### config.mk
export PLATFORM = sky130hd
export DESIGN_NAME = multicycle_sequencer
export DESIGN_NICKNAME = d
export VERILOG_FILES = /design/src/rtl/multicycle_sequencer.sv
export SDC_FILE = /design/constraint.sdc
export NUM_CORES = 1
export LEC_CHECK = 0
export CORE_MARGIN = 3
export CORE_UTILIZATION = 53
export DETAILED_ROUTE_END_ITERATION = 8
export PLACE_DENSITY_LB_ADDON = 0.15
export SLEW_MARGIN = 20
export SYNTH_ARGS = -nofsm -noshare
export SYNTH_HDL_FRONTEND = slang
export SYNTH_SLANG_ARGS = --single-unit
### constraint.sdc
create_clock -name clk -period 3.5 [get_ports clk]
set_input_delay 0.7 -clock clk [delete_from_list [all_inputs] [get_ports clk]]
set_output_delay 0.7 -clock clk [all_outputs]
set_load 0.01 [all_outputs]
### src/rtl/multicycle_sequencer.sv
// Multicycle MIPS control sequencer: FETCH/DECODE/EXEC/MEM/WB state machine with a memory watchdog.
// Define MULTICYCLE_PERF_CNT_EN to add the cycle_cnt/instr_cnt performance counters.
module multicycle_sequencer #(
    parameter int MEM_TIMEOUT = 16,
    parameter int CNT_W       = 32
) (
    input  logic       clk,
    input  logic       rst,
    input  logic       run,
    input  logic [3:0] opcode,
    input  logic       zero,
    input  logic       mem_ready,
    output logic       mem_req,
    output logic       mem_we,
    output logic       iord,
    output logic       ir_write,
    output logic       pc_write,
    output logic       pc_write_cond,
    output logic [1:0] pc_src,
    output logic       reg_write,
    output logic       reg_dst,
    output logic       memtoreg,
    output logic       alusrc_a,
    output logic [1:0] alusrc_b,
    output logic [2:0] aluop,
    output logic       busy,
    output logic       halted,
    output logic       err
`ifdef MULTICYCLE_PERF_CNT_EN
    ,
    output logic [CNT_W-1:0] cycle_cnt,
    output logic [CNT_W-1:0] instr_cnt
`endif
);

    typedef enum logic [2:0] {IDLE, FETCH, DECODE, EXEC, MEM, WB, HALTED, ERR} state_e;

    localparam logic [3:0] OP_R    = 4'd0;
    localparam logic [3:0] OP_ADDI = 4'd1;
    localparam logic [3:0] OP_LW   = 4'd2;
    localparam logic [3:0] OP_SW   = 4'd3;
    localparam logic [3:0] OP_BEQ  = 4'd4;
    localparam logic [3:0] OP_JMP  = 4'd5;
    localparam logic [3:0] OP_HALT = 4'd6;

    localparam int              WD_W    = (MEM_TIMEOUT > 1) ? $clog2(MEM_TIMEOUT + 1) : 1;
    localparam logic [WD_W-1:0] WD_LAST = WD_W'(MEM_TIMEOUT - 1);

    state_e          state_r, state_s;
    logic [3:0]      op_r, op_s;
    logic [WD_W-1:0] wait_r, wait_s;
    logic            timeout_s;

    logic       mem_req_s, mem_we_s, iord_s, reg_dst_s, memtoreg_s, alusrc_a_s;
    logic [1:0] pc_src_s, alusrc_b_s;
    logic [2:0] aluop_s;
    logic       busy_s, halted_s, err_s;
    logic       pc_write_exec_s, pc_write_cond_s, reg_write_s;
    logic       pc_write_exec_r, pc_write_cond_r, reg_write_r;

    // The zero flag is consumed by the datapath through pc_write_cond, not by the sequencer.
    logic unused_zero_s;
    assign unused_zero_s = zero;

    assign timeout_s = (MEM_TIMEOUT != 0) && (wait_r == WD_LAST);

    // Next state, opcode latch and watchdog count; the count is zero outside outstanding waits
    always_comb begin
        state_s = state_r;
        op_s    = op_r;
        wait_s  = '0;
        case (state_r)
            IDLE, HALTED: begin
                if (run) state_s = FETCH;
                else     state_s = state_r;
            end
            FETCH, MEM: begin
                if (mem_ready) begin
                    if (state_r == FETCH)    state_s = DECODE;
                    else if (op_r == OP_LW)  state_s = WB;
                    else                     state_s = FETCH;
                end else if (timeout_s) begin
                    state_s = ERR;
                end else begin
                    wait_s = wait_r + WD_W'(1);
                end
            end
            DECODE: begin
                op_s = opcode;
                if (opcode == OP_HALT) state_s = HALTED;
                else                   state_s = EXEC;
            end
            EXEC: begin
                case (op_r)
                    OP_R, OP_ADDI: state_s = WB;
                    OP_LW, OP_SW:  state_s = MEM;
                    default:       state_s = FETCH;
                endcase
            end
            WB:      state_s = FETCH;
            ERR:     state_s = ERR;
            default: state_s = IDLE;
        endcase
    end

    // Moore output decode of the state being entered, so the outputs can be registered
    always_comb begin
        mem_req_s       = 1'b0;
        mem_we_s        = 1'b0;
        iord_s          = 1'b0;
        pc_src_s        = 2'b00;
        reg_dst_s       = 1'b0;
        memtoreg_s      = 1'b0;
        alusrc_a_s      = 1'b0;
        alusrc_b_s      = 2'b00;
        aluop_s         = 3'b000;
        busy_s          = 1'b0;
        halted_s        = 1'b0;
        err_s           = 1'b0;
        pc_write_exec_s = 1'b0;
        pc_write_cond_s = 1'b0;
        reg_write_s     = 1'b0;
        case (state_s)
            FETCH: begin
                mem_req_s  = 1'b1;
                alusrc_b_s = 2'b01;
                busy_s     = 1'b1;
            end
            DECODE: begin
                alusrc_b_s = 2'b10;
                busy_s     = 1'b1;
            end
            EXEC: begin
                busy_s = 1'b1;
                case (op_s)
                    OP_R: begin
                        alusrc_a_s = 1'b1;
                        aluop_s    = 3'b010;
                    end
                    OP_ADDI, OP_LW, OP_SW: begin
                        alusrc_a_s = 1'b1;
                        alusrc_b_s = 2'b10;
                    end
                    OP_BEQ: begin
                        alusrc_a_s      = 1'b1;
                        aluop_s         = 3'b001;
                        pc_write_cond_s = 1'b1;
                        pc_src_s        = 2'b01;
                    end
                    OP_JMP: begin
                        pc_write_exec_s = 1'b1;
                        pc_src_s        = 2'b10;
                    end
                    default: busy_s = 1'b1;
                endcase
            end
            MEM: begin
                mem_req_s = 1'b1;
                iord_s    = 1'b1;
                mem_we_s  = (op_s == OP_SW);
                busy_s    = 1'b1;
            end
            WB: begin
                reg_write_s = 1'b1;
                reg_dst_s   = (op_s == OP_R);
                memtoreg_s  = (op_s == OP_LW);
                busy_s      = 1'b1;
            end
            HALTED:  halted_s = 1'b1;
            ERR: begin
                halted_s = 1'b1;
                err_s    = 1'b1;
            end
            default: busy_s = 1'b0;
        endcase
    end

    // Sequencer state, latched opcode, watchdog and registered outputs
    always_ff @(posedge clk) begin
        if (rst) begin
            state_r         <= IDLE;
            op_r            <= 4'd0;
            wait_r          <= '0;
            mem_req         <= 1'b0;
            mem_we          <= 1'b0;
            iord            <= 1'b0;
            pc_src          <= 2'b00;
            reg_dst         <= 1'b0;
            memtoreg        <= 1'b0;
            alusrc_a        <= 1'b0;
            alusrc_b        <= 2'b00;
            aluop           <= 3'b000;
            busy            <= 1'b0;
            halted          <= 1'b0;
            err             <= 1'b0;
            pc_write_exec_r <= 1'b0;
            pc_write_cond_r <= 1'b0;
            reg_write_r     <= 1'b0;
        end else begin
            state_r         <= state_s;
            op_r            <= op_s;
            wait_r          <= wait_s;
            mem_req         <= mem_req_s;
            mem_we          <= mem_we_s;
            iord            <= iord_s;
            pc_src          <= pc_src_s;
            reg_dst         <= reg_dst_s;
            memtoreg        <= memtoreg_s;
            alusrc_a        <= alusrc_a_s;
            alusrc_b        <= alusrc_b_s;
            aluop           <= aluop_s;
            busy            <= busy_s;
            halted          <= halted_s;
            err             <= err_s;
            pc_write_exec_r <= pc_write_exec_s;
            pc_write_cond_r <= pc_write_cond_s;
            reg_write_r     <= reg_write_s;
        end
    end

    // IR/PC load must coincide with the mem_ready cycle; all strobes are suppressed while rst is high.
    assign ir_write      = (state_r == FETCH) && mem_ready && !rst;
    assign pc_write      = (ir_write || pc_write_exec_r) && !rst;
    assign pc_write_cond = pc_write_cond_r && !rst;
    assign reg_write     = reg_write_r && !rst;

`ifdef MULTICYCLE_PERF_CNT_EN
    logic instr_done_s;

    assign instr_done_s = ((state_s == FETCH) && ((state_r == EXEC) || (state_r == MEM) || (state_r == WB)))
                       || ((state_r == DECODE) && (state_s == HALTED));

    // Busy-cycle and retired-instruction counters, wrapping at 2^CNT_W
    always_ff @(posedge clk) begin
        if (rst) begin
            cycle_cnt <= '0;
            instr_cnt <= '0;
        end else begin
            if (busy) cycle_cnt <= cycle_cnt + CNT_W'(1);
            else      cycle_cnt <= cycle_cnt;
            if (instr_done_s) instr_cnt <= instr_cnt + CNT_W'(1);
            else              instr_cnt <= instr_cnt;
        end
    end
`else
    localparam int unused_cnt_w = CNT_W;
`endif

endmodule

# Yosys cells after proc, flatten, opt, wreduce, memory -nomap -nowiden
# Cells that the tools add are included.
[word_totals]
regBits = 31
inputBits = 9
out_inout_bits = 20
wordCells = 92
[op_classes]
add_sub_neg = 1
n_eq_ne = 24
mux = 22
bitwise = 4
reduce_logical = 23
[op_table]
columns = ["cell", "count"]
rows = [
  ["$eq A3 B3 Y1 const B", 8],
  ["$mux W3", 6],
  ["$pmux W3 S6", 1],
  ["$reduce_or A2 Y1", 9],
  ["$eq A4 B2 Y1 const B", 4],
  ["$eq A3 B2 Y1 const B", 4],
  ["$eq A4 B3 Y1 const B", 3],
  ["$reduce_or A5 Y1", 2],
  ["$mux W1", 9],
  ["$eq A4 B1 Y1 const B", 2],
  ["$logic_not A4 Y1", 2],
  ["$pmux W2 S2", 2],
  ["$eq A3 B1 Y1 const B", 2],
  ["$pmux W2 S3", 1],
  ["$pmux W3 S2", 1],
  ["$add A5 B1 Y5 const B", 1],
  ["$eq A5 B4 Y1 const B", 1],
  ["$logic_and A1 B1 Y1", 5],
  ["$mux W4", 1],
  ["$not A1 Y1", 4],
  ["$reduce_or A4 Y1", 1],
  ["$logic_not A3 Y1", 1],
  ["$reduce_or A3 Y1", 1],
  ["$mux W2", 1],
  ["2 further kinds", 2],
]

# Logic depth before layout (Yosys ltp)
[logic_depth]
depth_word = 8
ltp_mapped = 9

# Worst setup path after synthesis
# OpenSTA, ideal clock, no wires.
[synth_timing]
path_type = "flip-flop to flip-flop"
from = "reg wait_r[0]"
to = "reg memtoreg"
arrival_ns = 2.012
slack_ns = 1.401
stages_incl_launch_ff = 9
path_buffers = 0
synth_period_minus_slack_ns = 2.099
cell_sequence = "dfxtp_1 > ha_1 > and3_1 > ha_1 > nor2_1 > o32ai_1 > or2_2 > or3_4 > nor4_4"
[synth_via]
elab_chain_len = 7
[synth_lines]
columns = ["element", "line", "text"]
rows = [
  ["start: declaration", "51", "logic [WD_W-1:0] wait_r, wait_s;"],
  ["start signal: assignment", "202", "wait_r <= wait_s;"],
  ["$eq A5 B4 Y1", "65", "assign timeout_s = (MEM_TIMEOUT != 0) && (wait_r == WD_LAST);"],
  ["$mux W3", "82", "end else if (timeout_s) begin"],
  ["$mux W3", "78", "if (mem_ready) begin"],
  ["$pmux W3 S6", "72", "case (state_r)"],
  ["$eq A3 B3 Y1", "123", "case (state_s)"],
  ["$not A1 Y1 (no source line)", "--", ""],
  ["$reduce_or A2 Y1 (no source line)", "--", ""],
  ["end signal: assignment", "208", "memtoreg <= memtoreg_s;"],
  ["end: declaration", "22", "output logic memtoreg,"],
]
# Every way passes these cells.
# A chain may end at the register's enable or synchronous reset.

# Final worst setup path
[layout_timing]
from = "in mem_ready"
to = "out ir_write"
[layout_via]
elab_chain_len = 2
[layout_lines]
columns = ["element", "line", "text"]
rows = [
  ["start: declaration", "12", "input logic mem_ready,"],
  ["$logic_and A1 B1 Y1 (2 in series)", "222", "assign ir_write = (state_r == FETCH) && mem_ready && !rst;"],
  ["end: declaration", "16", "output logic ir_write,"],
]
# Every way passes these cells.

==> impl_metrics.env <==
export IMPL_status="finished, final reports clean"
export IMPL_arrival_ps=2290
export IMPL_hold_class="reg -> reg"
export IMPL_drive_gt1_share_pct=8.70
export IMPL_vias_per_cell=5.61
export IMPL_grt_ovfl_total=0
export IMPL_ios=29
export IMPL_die_w_um=55.3
export IMPL_cp_top_family="buffers and inverters"
export IMPL_coreArea_um2=2250
export IMPL_fin_nets=173
export IMPL_ant_nets=0
export IMPL_required_ps=2800
export IMPL_cts_resized=0
export IMPL_final_cell_mix="dfxtp_1 (27), clkdlybuf4s50_1 (26), nor2_1 (24)"
export IMPL_ff2ff_path_depth=8
export IMPL_layout_cells_non_filler=189
export IMPL_tightest_slew_ps=670
export IMPL_synth_cell_area_um2=1290
export IMPL_path_buf_inv=3
export IMPL_synth_top_area_cell="dfxtp_1"
export IMPL_rsz0062_at_grt="no"
export IMPL_yosys_register_bits=27
export IMPL_cpMostUsedCell="clkdlybuf4s50_1"
export IMPL_avgSynthCellArea_um2=9.15
export IMPL_track_usage_pct=17.3
export IMPL_r2r_start="wait_r[0]"
export IMPL_crit_slowest_cell="clkdlybuf4s50_1"
export IMPL_drc=0
export IMPL_max_stage_delay_ps=590
export IMPL_p_total_mw=0.628
export IMPL_drt_total_wl_um=2560
export IMPL_grt_pass1_wl_um=4420
export IMPL_cap_violations=0
export IMPL_fin_skew_ps=7.57
export IMPL_grt_pass1_vias=1021
export IMPL_numCtsBuffers=3
export IMPL_area_growth_pct=20.1
export IMPL_hold_buffers=0
export IMPL_slew_violations=0
export IMPL_dpl_cell_area_um2=1520
export IMPL_cp_endpoint="ir_write"
export IMPL_clk_path_buf_depth=2
export IMPL_numPortBuffers=26
export IMPL_ctsRootBufferMaster="clkbuf_4"
export IMPL_period_share_pct=85.5
export IMPL_startpoint_type="primary input"
export IMPL_fin_crit_ps=2990
export IMPL_grt_max_degree=24
export IMPL_die_y_um=55.3
export IMPL_dr_pass1_iters=4
export IMPL_rows=17
export IMPL_cts_tree="done"
export IMPL_syn_nets=152
export IMPL_num_vias=1061
export IMPL_worst_r2r_endpoint="mem_req"
export IMPL_synth_cells=141
export IMPL_leakagePower_nw=0.546
export IMPL_synthFlopType="dfxtp_1"
export IMPL_hold_viol=0
export IMPL_dpl_cell_count=185
export IMPL_finalWeightedCongestion=0.855
export IMPL_fin_setup_tns_ps=0
export IMPL_crit_cells=4
export IMPL_path_cells="clkdlybuf4s50_1 > inv_1 > nor4_1 > clkdlybuf4s50_1"
export IMPL_worst_path_max_fanout=6
export IMPL_cts_sinks=27
export IMPL_clock_latency_ps=320
export IMPL_maxSlewHeadroom_pct=55.3
export IMPL_synth_seq_area_share_pct=41.9
export IMPL_path_clk_slew_ps=140
export IMPL_synth_edf_count=0
export IMPL_peakVddDrop_mv=0.237
export IMPL_h_tree_depth=1
export IMPL_synth_cell_types=45
export IMPL_final_common_cell="dfxtp_1"
export IMPL_yosys_warnings=0
export IMPL_ys_async_sr_fraction_pct=0
export IMPL_initial_core_util_pct=57.2
export IMPL_finalSetupViolations=0
export IMPL_crit_start="mem_ready"
export IMPL_rrSetupSlack_ps=1070
export IMPL_n_antenna_cell=0
export IMPL_wl_per_cell_um=13.6
export IMPL_fp_dieArea_um2=3060
export IMPL_p_per_area_nw_per_um2=406
export IMPL_synth_area_top_cells="dfxtp_1 (42%), nor2_1 (7.0%), mux2i_1 (5.4%)"
export IMPL_drtIter0Drc=25
export IMPL_dp_hpwl_um=1960
export IMPL_cp_end_kind="output pin"
export IMPL_antenna_found_initial=0
export IMPL_crit_type="in -> out"
export IMPL_fmax_mhz=334
export IMPL_final_area_um2=1550
export IMPL_synth_top_area_share_pct=41.9
export IMPL_post_cts_setup_buffers=0
[synthesized netlist by cell type, drive strengths merged, types with 2 or more instances]
library cell and instances:
dfxtp 27, nor2 25, buf 9, nor4 9, mux2i 7, nor2b 7, inv 6, a31oi 5
nand2 5, nand2b 3, nor3 3, a21oi 2, a311oi 2, clkbuf 2, ha 2, nand3b 2
nand4 2, o21bai 2, or3 2
[per-stage QoR]
stage / hold slack (ps) / worst slack [ps] / utilization [%]
CTS: 469 / 497 / 68.7
floorplan: 418 / 1400 / -
finish: 469 / 508 / 68.7
detailed placement: 445 / 530 / 67.5
global placement: 427 / 534 / 67.5
global route: 484 / 400 / 68.7
[routing by layer]
metal | wire length [um] | part of all wire (%) | track usage (%)
met1 | 1090 | 43 | 21.3
met3 | 124 | 4.8 | 3.27
met4 | 17 | 0.66 | 5.21
met5 | 0 | 0 | 0
met2 | 1330 | 52 | 30.4
[flip-flops by register name (all words and copies together), names as in the netlist]
register     flops
wait_r           5
op_r             4
reg_dst          1
busy             1
alusrc_a         1
halted           1
pc_src           1
iord             1
alusrc_b         2
state_r          3
reg_write_r      1
aluop            2
mem_req          1
memtoreg         1
err              1
mem_we           1
[final cells by class]
type / count / area (um2)
clock buffer: 3 / 22.5
clock inverter: 1 / 5.00
fill: 207 / 706
inverter: 6 / 22.5
multi-input combinational: 97 / 656
sequential: 27 / 541
tap: 28 / 35.0
timing repair buffer: 27 / 268
[where the power goes]
part	internal, mW	total (mW)	switching (mW)
clock network	0.0427	0.129	0.0861
logic	0.0714	0.158	0.0865
registers	0.325	0.342	0.0164
[cell families (layout without fill, tap and decap cells)]
kind of cell / count (synthesis) / after routing / share of synthesized area (%)
DFF: 27 / 27 / 41.9
and+or+nand+nor: 64 / 64 / 29.3
muxes: 8 / 8 / 6.30
adders and majority gates: 2 / 2 / 1.94
xor gates and xnor gates: 2 / 2 / 1.36
other: 1 / 1 / 0.291
AOI/OAI and AO/OA: 20 / 20 / 11.6
buffers and inverters: 17 / 37 / 7.27
[worst min path at each step]
stage / start / slack, ps / endpoint / cells after the start
2_1_floorplan: wait_r[0] / 420 / wait_r[0] / 1
3_3_place_gp: wait_r[0] / 430 / wait_r[0] / 1
3_5_place_dp: wait_r[0] / 440 / wait_r[0] / 1
4_1_cts: wait_r[0] / 470 / wait_r[0] / 1
5_1_grt: wait_r[0] / 480 / wait_r[0] / 1
6_report: wait_r[0] / 470 / wait_r[0] / 1
(Power assumes the default switching activity.)
